==> src/rtl/alu_core.sv <==
// Multi-cycle ALU behind a start/done handshake. Add/and/xor finish one cycle
// after capture; mul runs a DATA_W-step shift-add before pulsing done.
module alu_core #(
  parameter int DATA_W = 8
) (
  input  logic                  clk,
  input  logic                  reset_n,
  input  logic [DATA_W-1:0]     A,
  input  logic [DATA_W-1:0]     B,
  input  logic [2:0]            op,
  input  logic                  start,
  output logic                  done,
  output logic [2*DATA_W-1:0]   result
);

  localparam int RW    = 2 * DATA_W;
  localparam int CNT_W = $clog2(DATA_W + 1);

  localparam logic [2:0] OP_ADD = 3'd1;
  localparam logic [2:0] OP_AND = 3'd2;
  localparam logic [2:0] OP_XOR = 3'd3;
  localparam logic [2:0] OP_MUL = 3'd4;
  localparam logic [2:0] OP_RST = 3'd7;

  typedef enum logic [1:0] {
    S_IDLE,
    S_EXEC,
    S_MUL,
    S_DONE
  } state_t;

  state_t             state_q, state_d;
  logic [RW-1:0]      a_q, a_d;
  logic [DATA_W-1:0]  b_q, b_d;
  logic [2:0]         op_q, op_d;
  logic [RW-1:0]      acc_q, acc_d;
  logic [CNT_W-1:0]   cnt_q, cnt_d;
  logic [RW-1:0]      result_q, result_d;
  logic               done_q, done_d;

  logic [DATA_W:0]    sum;
  logic [RW-1:0]      acc_next;

  always_comb begin
    state_d  = state_q;
    a_d      = a_q;
    b_d      = b_q;
    op_d     = op_q;
    acc_d    = acc_q;
    cnt_d    = cnt_q;
    result_d = result_q;
    done_d   = 1'b0;

    sum      = {1'b0, a_q[DATA_W-1:0]} + {1'b0, b_q};
    acc_next = acc_q + (b_q[0] ? a_q : '0);

    unique case (state_q)
      S_IDLE: begin
        if (start) begin
          a_d     = RW'(A);
          b_d     = B;
          op_d    = op;
          acc_d   = '0;
          cnt_d   = '0;
          state_d = (op == OP_MUL) ? S_MUL : S_EXEC;
        end
      end
      S_EXEC: begin
        unique case (op_q)
          OP_ADD:  result_d = RW'(sum);
          OP_AND:  result_d = RW'(a_q[DATA_W-1:0] & b_q);
          OP_XOR:  result_d = RW'(a_q[DATA_W-1:0] ^ b_q);
          OP_RST:  result_d = '0;
          default: result_d = result_q;
        endcase
        done_d  = 1'b1;
        state_d = S_DONE;
      end
      S_MUL: begin
        // multiplicand shifts left while the multiplier shifts right, so the
        // LSB of b_q is always the bit being processed this edge
        acc_d = acc_next;
        a_d   = a_q << 1;
        b_d   = b_q >> 1;
        cnt_d = cnt_q + 1'b1;
        if (cnt_q == CNT_W'(DATA_W - 1)) begin
          result_d = acc_next;
          done_d   = 1'b1;
          state_d  = S_DONE;
        end
      end
      S_DONE: begin
        state_d = S_IDLE;
      end
      default: state_d = S_IDLE;
    endcase
  end

  always_ff @(posedge clk or negedge reset_n) begin
    if (!reset_n) begin
      state_q  <= S_IDLE;
      a_q      <= '0;
      b_q      <= '0;
      op_q     <= '0;
      acc_q    <= '0;
      cnt_q    <= '0;
      result_q <= '0;
      done_q   <= 1'b0;
    end else begin
      state_q  <= state_d;
      a_q      <= a_d;
      b_q      <= b_d;
      op_q     <= op_d;
      acc_q    <= acc_d;
      cnt_q    <= cnt_d;
      result_q <= result_d;
      done_q   <= done_d;
    end
  end

  assign done   = done_q;
  assign result = result_q;

endmodule

==> config.mk <==
export PLATFORM = sky130hd
export DESIGN_NAME = alu_core
export DESIGN_NICKNAME = d
export VERILOG_FILES = /design/src/rtl/alu_core.sv
export SDC_FILE = /design/constraint.sdc
export NUM_CORES = 1
export LEC_CHECK = 0
export BUFFER_PORTS_ARGS = -buffer_cell sky130_fd_sc_hd__buf_4
export CORE_MARGIN = 5
export CORE_UTILIZATION = 28
export DETAILED_ROUTE_END_ITERATION = 16
export GPL_TIMING_DRIVEN = 0
export PLACE_DENSITY = 0.43
export SLEW_MARGIN = 20
export SYNTH_ARGS = -nofsm -noshare
export SYNTH_HDL_FRONTEND = slang
export SYNTH_SLANG_ARGS = --single-unit
==> constraint.sdc <==
create_clock -name clk -period 5.1 [get_ports clk]
set_clock_uncertainty 0.2 [all_clocks]
set_input_delay 0.255 -clock clk [delete_from_list [all_inputs] [get_ports clk]]
set_output_delay 0.255 -clock clk [all_outputs]
set_load 0.01 [all_outputs]
# Word-level counts from Yosys, hierarchy flattened
# Index checks and enable logic that the tools add are counted.
# word_totals
inputBits	22
register_bits	66
output_inout_bits	17
# op_classes
n_addsub	3
n_reduce_logical	7
bitwise_logic	2
eq_ne	12
n_mux	18
# ops
op	n
16-bit one-hot mux with 2 select lines	3
16-bit two-way mux	4
16-bit one-hot mux with 4 select lines	1
16-bit adder	1
8-bit one-hot mux with 2 select lines	1
8-bit by 8-bit adder with 9-bit output	1
8-bit bitwise AND	1
8-bit two-way mux	1
2-bit one-hot mux with 4 select lines	1
4-bit one-hot mux with 2 select lines	1
8-bit XOR	1
3-bit by 2-bit equality test with 1-bit output, second input constant	2
3-bit equality test, second input constant	2
2-bit two-way mux	3
2-bit AND reduction	3
5-bit inequality test, second input constant	1
4-bit by 1-bit adder with 4-bit output, second input constant	1
2-bit equality test, second input constant	2
4-bit by 3-bit equality test with 1-bit output, second input constant	1
4-bit two-way mux	1
2-bit inequality test, second input constant	2
2-bit nonzero test	2
3-bit by 1-bit equality test with 1-bit output, second input constant	1
3-bit AND reduction	1
4 further kinds	4

# Depth between registers and ports, before layout
# Gate-level depths: netlist (run 1).
# depth
depth_word	4
depth_mapped	11

# Least setup slack after synthesis (run 1)
# OpenSTA, ideal clock, no wires.
# synth_path
path_kind	register -> register
start	reg b_q[0]
end	reg result_q[8], in the netlist result[8]
stages_incl_launch_ff	11
arrival_time_ns	2.354
path_slack_ns	2.427
setup_ns	0.120
required_ns	4.780
synth_period_minus_slack_ns	2.673
path_buffers	0
path_cell_list	dfrtp_1 > ha_1 > ha_1 > fa_1 > a21o_1 > a221oi_2 > o21ai_1 > xor2_1 > nand2_1 > o21ai_1 > a31o_1
# synth_via
elab_chain_len	4
word_cells_on_any_way	6
classes_between	add/sub: 2; mux: 4
# synth_lines
element	line	source
start, declared	34	logic [DATA_W-1:0] b_q, b_d;
start signal, assigned	103	b_q <= '0;
start signal, assigned	112	b_q <= b_d;
16-bit two-way mux	55	acc_next = acc_q + (b_q[0] ? a_q : '0);
16-bit adder	55	
16-bit two-way mux	86	if (cnt_q == CNT_W'(DATA_W - 1)) begin
16-bit one-hot mux with 2 select lines (*)	57	unique case (state_q)
end signal, assigned	116	result_q <= result_d;
end, declared	38	logic [RW-1:0] result_q, result_d;
# Every way passes the cells marked *; elsewhere a longest branch is shown, timed or not. The select of a mux whose other input is x is not followed.
# A chain may end at the register's enable or synchronous reset.

# Final worst setup path (run 1)
# Same ends and word-level chain as after synthesis.

==> reports/metrics.cfg, run 1 <==
[timing]
fmax_ghz = 0.3152
max_slew_margin_pct = 40.52
setup_viol = 0
rsz0062_at_grt = no
finalHoldViolCount = 0
setup_tns_ps = 0
min_period_ps = 3172
tightest_slew_ps = 892.1
drv_slew = 0
layout_setup_ws_ps = 1928
fin_crit_sh_pct = 62.20

[synthesis]
netlist_instances = 468
async_flop_share_pct = 100.0
synth_area_leader_cell = dfrtp_1
synth_xor_area_share_pct = 3.820
synth_nets = 519
yosys_warnings = 0
synthAdderAreaFrac_pct = 9.157
synth_seq_cells = 66
synthDistinctLibCells = 49
synth_area_leaders = dfrtp_1 (40%), ha_1 (8.2%), nand2_1 (8.2%)
synth_top_cell_area_share_pct = 40.02
synth_simple_gate_area_share_pct = 16.46
synth_edf_count = 0
yosysSeqAreaShare_pct = 40.02
netlist_area_mm2 = 0.004126
synth-compound-area-share_pct = 20.89
avgSynthCellArea_um2 = 8.817
synth_mux_area_share_pct = 5.973
yosys_most_used_dff = dfrtp_1
synth_top_family_by_area = compound AO/OA/AOI/OAI gates

[clock_tree]
htree_levels = 3
ctsLongestPathBuffers = 2
cts_buffers = 9
cts_tree = built
clk_pin_slew_worst_paths_ps = 60
clkLatencyLatePin_ps = 340
cts_resized = 0
root_buffer = clkbuf_16
clock_sinks = 66

[pwr]
p_total_mw = 3.044
power.leakage_nw = 2.335
ir_drop_v = 0.0001954
cellPowerDensity_mw_per_mm2 = 602.2

[setup_path]
end_kind = flop
path_max_fanout = 8
r2r_slack_ps = 1930
cp.arrival_ps = 3210
rr_endpoint = result[8]
r2r-start = b_q[0]
crit_type = flop to flop
ff2ff_path_depth = 10
cp-startpoint = b_q[0]
critPathRequiredTime_ps = 5140
start_kind = flop

[placement]
place_area_mm2 = 0.004642
dp_hpwl_mm = 8.940
preCtsSetupSlack_ps = 1933
portBuffers = 38
place_congestion = 0.8140

[detailed_routing]
wl_per_cell_um = 16.88
wl_mm = 12.10
vias = 3532
wl_met2_mm = 5.448
ant_nets = 0
wl_met3_um = 384
firstDrtPassIters = 4
routed.top_layer = met4
met1_length_mm = 5.973
drcViolationCount = 0
vias_per_cell = 4.926
drtIter0Drc = 144

[floorplanning]
die_x_um = 131.4
die_y_um = 131.4
start_util_pct = 28.50
io_pins = 39
die-area_mm2 = 0.01726
coreArea_mm2 = 0.01448
rows = 44

[grt]
grt_max_degree = 67
grt_pass1_vias = 3723
overflow = 0
grt_pass1_wl_mm = 19.96
antenna_found_initial = 0
grt_usage_pct = 14.54

[hold_path]
hold_start = A[0]
hold_end = a_q[0]
whs_path_depth = 3
hp-class = input port to flop

[final_layout]
diodes = 0
final_nets = 579
drive_above_1_share_pct = 13.51
areaGrowthSynthToFinish_pct = 22.50
design_area_mm2 = 0.005055
seqCellArea_mm2 = 0.001652
fill_cells = 1508
multi_input_area_mm2 = 0.002323

[run]
drv_cap = 0

[run_status]
status = finished, final reports clean

==> timing repair <==
action,CTS,global route
hold endpoints to repair,76,0
hold buffers,11,0
setup buffers,0,0
==> how the worst max path moves through the flow <==
stage,endpoint
CTS,result[12]
global placement,result[12]
detailed placement,result[12]
global route,acc_q[13]
floorplan,result[8]
finish,result[8]
==> state kept, by name, summed over array words and instances, names as in the netlist <==
register / flops
done: 1
result: 16
b_q: 8
state_q: 2
a_q: 16
cnt_q: 4
acc_q: 16
op_q: 3
==> synth_stat cells, types with 2 or more instances <==
cell and n:
a2bb2oi_1 2, nand3_1 9, inv_1 13, nor2b_1 3
dfrtp_1 66, mux2i_1 19, o21ai_0 46, buf_1 3
nor3_1 3, xnor2_1 14, nand2b_1 4, o21ai_1 24
xor2_1 4, and2_1 18, a21o_1 7, nand2_1 90
a21oi_1 24, fa_1 2, o21a_1 8, and3_1 4
buf_2 7, nor2_1 14, nand4_1 6, o31ai_1 3
o211ai_1 3, a311oi_1 2, clkbuf_1 14, mux2_2 5
ha_1 27, a31oi_1 5
==> cell usage in the layout (no fill, tap or decap), types with 2 or more instances in the layout <==
cell / instances
a21o_1: 7
a2bb2oi_1: 2
a21oi_1: 24
buf_1: 3
nand2_1: 90
and2_1: 18
xnor2_1: 14
buf_2: 7
dfrtp_1: 66
and3_1: 4
xor2_1: 4
clkbuf_16: 9
fa_1: 2
buf_4: 38
o31ai_1: 3
mux2i_1: 19
nor2b_1: 3
clkbuf_1: 15
ha_1: 27
nand3_1: 9
o21ai_0: 46
dlygate4sd3_1: 11
nand2b_1: 4
a311oi_1: 2
inv_1: 13
clkbuf_8: 5
o21a_1: 8
nor2_1: 14
nor3_1: 3
a31oi_1: 5
mux2_2: 5
o211ai_1: 3
nand4_1: 6
o21ai_1: 24
==> critical path: stages (launching register included) <==
cell      delay, ps
dfrtp_1         500
ha_1            310
ha_1            250
fa_1            440
a21o_1          210
a221oi_2        430
o21ai_1         150
xor2_1          160
nand2_1         120
o21ai_1          90
a31o_1          200
==> layer usage <==
metal  track usage [%]  vias up
met3             2.332       16
met1             19.57     1674
met2             22.97       69
li1                  -     1773
met5                 0        -
met4             6.629        0
==> stage by stage <==
step           util [%]  hold WS [ps]  cells
2_1_floorplan         -        -240.6    468
3_3_place_gp      32.06         251.5    690
3_5_place_dp      32.06         263.6    690
4_1_cts           34.91         2.813    717
5_1_grt           34.91         36.15    717
6_report          34.91         12.51    717
==> power breakdown <==
| group | internal (mW) | switching (mW) |
|---|---|---|
| clock network | 0.395 | 0.242 |
| logic | 0.575 | 0.986 |
| registers | 0.690 | 0.156 |
| total | 1.66 | 1.38 |
==> cell families (layout without fill, tap and decap cells) <==
| kind of cell | after synthesis | after routing |
|---|---|---|
| XOR/XNOR | 18 | 18 |
| flip-flops | 66 | 66 |
| multiplexers | 24 | 24 |
| adder cells (fa/ha/maj) | 29 | 29 |
| AND/OR/NAND/NOR | 152 | 152 |
| AO/OA/AOI/OAI | 141 | 141 |
| buffers and inverters | 38 | 103 |
==> cell type report <==
| cell class | count | share of cell area, % |
|---|---|---|
| Multi-Input combinational cell | 364 | 45.97 |
| Sequential cell | 66 | 32.67 |
| Timing Repair Buffer | 49 | 7.822 |
| Clock buffer | 15 | 5.891 |
| Tap cell | 184 | 4.554 |
| Buffer | 24 | 1.955 |
| Inverter | 14 | 1.040 |
| Clock inverter | 1 | 0.09901 |
No activity file was read; power rests on OpenSTA's default activity.
==> run 2: changes to the inputs <==
==> constraint.sdc (replaced) <==
create_clock -name clk -period 3.05 [get_ports clk]
set_clock_uncertainty 0.2 [all_clocks]
set_input_delay 0.1525 -clock clk [delete_from_list [all_inputs] [get_ports clk]]
set_output_delay 0.1525 -clock clk [all_outputs]
set_load 0.01 [all_outputs]
==> reports/metrics.cfg, run 2 (synthesis gave the netlist of run 1 again) <==
[clock_tree]
htree_levels = 3  ; unchanged
cts_setup_buffers = 0  ; unchanged
clock_sinks = 66  ; unchanged
clk_pin_slew_worst_paths_ps = 60  ; about the same
cts_buffers = 9  ; unchanged
root_buffer = clkbuf_16
cts_tree = built
clkLatencyLatePin_ps = 350  ; about the same
ctsLongestPathBuffers = 2  ; unchanged

[detailed_routing]
firstDrtPassIters = 4  ; unchanged
met1_length_mm = 5.995  ; +0.37%
vias_per_cell = 4.877  ; -0.99%
wl_met2_mm = 5.508  ; +1.1%
wl_per_cell_um = 16.79  ; -0.51%
vias = 3541  ; +0.25%
routed.top_layer = met4
ant_nets = 0  ; unchanged
drtIter0Drc = 141  ; -2.1%
drcViolationCount = 0  ; unchanged
wl_mm = 12.19  ; +0.74%
wl_met3_um = 390  ; +1.6%

[final_layout]
utilization_pct = 35.73  ; +0.82 points
drive_above_1_share_pct = 14.39  ; +0.88 points
fin_cells = 726  ; +1.3%
final_nets = 588  ; +1.6%
final_common_cell = nand2_1
design_area_mm2 = 0.005174  ; +2.4%
diodes = 0  ; unchanged
final_cell_mix = nand2_1 (90), dfrtp_1 (65), o21ai_0 (46)
areaGrowthSynthToFinish_pct = 25.38
fill_cells = 1492  ; -1.1%

[timing]
min_period_ps = 2919  ; -253.1 ps
drv_slew = 0  ; unchanged
layout_setup_ws_ps = 130.8  ; -1797 ps
max_slew_margin_pct = 40.13  ; -0.39 points
finalHoldViolCount = 0  ; unchanged
fmax_ghz = 0.3426  ; +8.7%
tightest_slew_ps = 898.1  ; +5.915 ps
fin_crit_sh_pct = 95.71  ; +34 points
setup_viol = 0  ; unchanged
rsz0062_at_grt = no

[hold_path]
whs_path_depth = 3  ; unchanged
hp-class = input port to flop
hold_start = start
hold_end = op_q[2]

[setup_path]
cp.arrival_ps = 2960  ; -250 ps
end_kind = flop
rr_endpoint = result[8]
r2r-start = b_q[0]
r2r_slack_ps = 130  ; -1800 ps
start_kind = flop
path_max_fanout = 8  ; unchanged
slowest_stage = dfrtp_2
crit_top_cell = o21ai_1
ff2ff_path_depth = 10  ; unchanged
critPathMaxStageDelay_ps = 480  ; -20 ps
crit_type = flop to flop
critPathRequiredTime_ps = 3090  ; -2050 ps
path_cells = ha_2 > ha_1 > fa_2 > a21o_1 > a221oi_4 > o21ai_1 > xor2_1 > nand2_1 > o21ai_1 > a31o_1

[floorplanning]
rows = 44  ; unchanged
start_util_pct = 28.50  ; unchanged
io_pins = 39  ; unchanged
die-area_mm2 = 0.01726  ; unchanged
coreArea_mm2 = 0.01448  ; unchanged
die_y_um = 131.4  ; unchanged
die_x_um = 131.4  ; unchanged

[placement]
portBuffers = 38  ; unchanged
dp_hpwl_mm = 8.940  ; unchanged
placed_cells = 690  ; unchanged
place_area_mm2 = 0.004642  ; unchanged
place_congestion = 0.8140  ; unchanged
preCtsSetupSlack_ps = -116.9  ; -2050 ps

[pwr]
cellPowerDensity_mw_per_mm2 = 990.2  ; +64%
ir_drop_v = 0.0003306  ; +69%
p_total_mw = 5.123  ; +68%
power.leakage_nw = 2.371  ; +1.5%

[grt]
grt_pass1_wl_mm = 20.13  ; +0.87%
overflow = 0  ; unchanged
grt_max_degree = 67  ; unchanged
antenna_found_initial = 0  ; unchanged
grt_usage_pct = 14.67  ; +0.13 points
grt_pass1_vias = 3777  ; +1.5%

[run_status]
status = finished, final reports clean

[run]
drv_cap = 0  ; unchanged

-- run 2: cell types whose count changed in the layout (fill, tap and decap cells not counted), sizes merged --
cell / previous run / this run
clkbuf: 29 / 28
dlygate4sd3: 11 / 20
buf: 48 / 49
-- run 2: cell type report --
type	count	area (µm²)	share of cell area (%)
multi-input cells	364	2350	45.42
inverters	14	52.55	1.016
repair buffers	58	485.5	9.383
clock buffers	15	297.8	5.756
flip-flops and latches	66	1653	31.95
clock inverters	1	5.005	0.09674
plain buffers	24	100.1	1.935
well taps	184	230.2	4.450
-- run 2: worst max-delay path: cells and delay by family, from the launching register on --
| family | cells | cell delay, ps |
|---|---|---|
| and+or+nand+nor | 1 | 110 |
| adders and majority gates | 3 | 850 |
| xor gates and xnor gates | 1 | 160 |
| AOI/OAI and AO/OA | 5 | 1010 |
| DFF | 1 | 480 |
-- run 2: per-layer routing --
layer	up-vias	GRT usage, %
met2	62	23.17
li1	1788	-
met5	-	0
met4	0	6.629
met1	1675	19.81
met3	16	2.294
-- run 2: worst max path at each step --
stage	startpoint	end	slack, ps	cells past startpoint
6_report	b_q[0]	result[8]	130	10
5_1_grt	b_q[0]	acc_q[13]	10	11
4_1_cts	b_q[0]	result[12]	20	10
3_5_place_dp	b_q[0]	result[12]	-120	10
3_3_place_gp	b_q[0]	result[12]	-140	10
2_1_floorplan	b_q[0]	result[8]	380	10
-- run 2: through the flow --
step	hold slack, ps	setup TNS (ps)
detailed placement	161.1	-601.5
floorplan	-343.1	0
finish	82.64	0
global route	79.42	0
global placement	149.0	-785.1
CTS	65.20	0
-- run 2: what timing repair did --
action                                  4_1_cts  5_1_grt
resized for setup                             3        5
pin swaps                                     0        2
hold buffers                                 20        0
endpoints found under the hold margin        86        0
endpoints found under the setup margin       10        9
-- run 2: report_power, final --
group / internal [mW] / switching [mW] / leakage [nW] / total [mW]
logic: 0.975 / 1.66 / 1.35 / 2.64
registers: 1.15 / 0.262 / 0.872 / 1.42
clock network: 0.661 / 0.405 / 0.152 / 1.07
==> run 3: changes to the inputs <==
--- a/config.mk
+++ b/config.mk
@@ -11,6 +11,7 @@
 export DETAILED_ROUTE_END_ITERATION = 16
 export GPL_TIMING_DRIVEN = 0
 export PLACE_DENSITY = 0.43
+export SETUP_SLACK_MARGIN = 0.15
 export SLEW_MARGIN = 20
 export SYNTH_ARGS = -nofsm -noshare
 export SYNTH_HDL_FRONTEND = slang
==> reports/metrics.cfg, run 3 (synthesis gave the netlist of run 1 again) <==
[final_layout]
diodes = 0  ; unchanged
fin_cells = 731  ; +0.69%
drive_above_1_share_pct = 17.55  ; +3.2 points
utilization_pct = 36.53  ; +0.80 points
final_common_cell = nand2_1
final_nets = 593  ; +0.85%
final_cell_mix = nand2_1 (90), dfrtp_1 (64), o21ai_0 (45)
design_area_mm2 = 0.005289  ; +2.2%
multi_input_area_mm2 = 0.002400  ; +2.1%
fill_cells = 1487  ; -0.34%
seqCellArea_mm2 = 0.001654  ; about the same
areaGrowthSynthToFinish_pct = 28.17

[clock_tree]
ctsLongestPathBuffers = 2  ; unchanged
clk_pin_slew_worst_paths_ps = 60  ; about the same
clkLatencyLatePin_ps = 350  ; about the same
root_buffer = clkbuf_16
htree_levels = 3  ; unchanged
cts_buffers = 9  ; unchanged
cts_tree = built
clock_sinks = 66  ; unchanged

[timing]
setup_viol = 0  ; unchanged
hold_ws_ps = 77.36  ; -5.288 ps
tightest_slew_ps = 903.5  ; +5.403 ps
rsz0062_at_grt = no
drv_slew = 0  ; unchanged
layout_setup_ws_ps = 238.1  ; +107.3 ps
fin_crit_sh_pct = 92.19  ; -3.5 points
max_slew_margin_pct = 39.77  ; -0.36 points
finalHoldViolCount = 0  ; unchanged
fmax_ghz = 0.3556  ; +3.8%
min_period_ps = 2812  ; -107.3 ps
setup_tns_ps = 0  ; unchanged

[grt]
antenna_found_initial = 0  ; unchanged
grt_pass1_wl_mm = 20.20  ; +0.31%
grt_usage_pct = 14.73  ; +0.064 points
overflow = 0  ; unchanged
grt_pass1_vias = 3759  ; -0.48%
grt_max_degree = 67  ; unchanged

[placement]
preCtsSetupSlack_ps = -116.9  ; unchanged
placed_cells = 690  ; unchanged
place_congestion = 0.8140  ; unchanged
portBuffers = 38  ; unchanged
place_area_mm2 = 0.004642  ; unchanged
dp_hpwl_mm = 8.940  ; unchanged

[floorplanning]
rows = 44  ; unchanged
die-area_mm2 = 0.01726  ; unchanged
die_y_um = 131.4  ; unchanged
start_util_pct = 28.50  ; unchanged
coreArea_mm2 = 0.01448  ; unchanged
die_x_um = 131.4  ; unchanged
io_pins = 39  ; unchanged

[setup_path]
cp.arrival_ps = 2850  ; -110 ps
critPathRequiredTime_ps = 3090  ; about the same
start_kind = flop
crit_type = flop to flop
end_kind = flop
path_max_fanout = 4  ; -4

[run_status]
status = finished, final reports clean

[pwr]
cellPowerDensity_mw_per_mm2 = 999.2  ; +0.91%
p_total_mw = 5.285  ; +3.2%
ir_drop_v = 0.0003275  ; -0.93%
power.leakage_nw = 2.400  ; +1.2%

[detailed_routing]
vias_per_cell = 4.914  ; +0.75%
wl_per_cell_um = 16.89  ; +0.62%
ant_nets = 0  ; unchanged
drcViolationCount = 0  ; unchanged
drtIter0Drc = 153  ; +8.5%
firstDrtPassIters = 4  ; unchanged
wl_mm = 12.35  ; +1.3%
vias = 3592  ; +1.4%

[run]
drv_cap = 0  ; unchanged

[hold_path]
hp-class = input port to flop

[run 3: metal layers]
metal  part of all wire (%)  routed length [µm]  vias up  track usage (%)
li1                       -                   -     1800                -
met1                     49                6043     1714            19.81
met2                     46                5650       62            23.39
met3                    2.9                 362       16            2.294
met4                    2.4                 294        0            6.629
met5                      0                   0        -                0
[run 3: path summary, 6_finish.rpt]
kind / slack (ps) / from / cells after the start / to
max: 240 / a_q[0] / 10 / result[8]
min: 80 / start / 3 / op_q[2]
max reg2reg: 240 / a_q[0] / 10 / result[8]
min reg2reg: 280 / result[9] / 2 / result[9]
max in group asynchronous: 1720 / reset_n / 2 / a_q[0]
min in group asynchronous: 280 / reset_n / 2 / acc_q[4]
[run 3: final cells by class]
type | count | area share (%)
Tap cell | 184 | 4.353
Clock inverter | 1 | 0.09463
Inverter | 14 | 0.9936
Timing Repair Buffer | 63 | 10.13
Clock buffer | 15 | 5.630
Sequential cell | 66 | 31.28
Multi-Input combinational cell | 364 | 45.37
Buffer | 24 | 2.153
[run 3: critical path, stage by stage (launching register included)]
cell      delay (ps)
dfrtp_2          440
ha_2             230
ha_2             210
fa_2             370
a21o_1           210
a221oi_4         360
o21ai_1          120
xor2_1           150
nand2_1          120
o21ai_1           90
a31o_1           200
[run 3: what timing repair did]
action | CTS | global route
cloned | 0 | 0
hold endpoints to repair | 86 | 0
pin swaps | 2 | 10
gates resized for setup | 6 | 24
setup endpoints to repair | 13 | 15
hold buffers | 20 | 0
buffers inserted | 2 | 3
[run 3: power by group]
group | switching, mW | internal, mW | total [mW]
registers | 0.262 | 1.16 | 1.42
clock network | 0.408 | 0.661 | 1.07
logic | 1.72 | 1.08 | 2.80
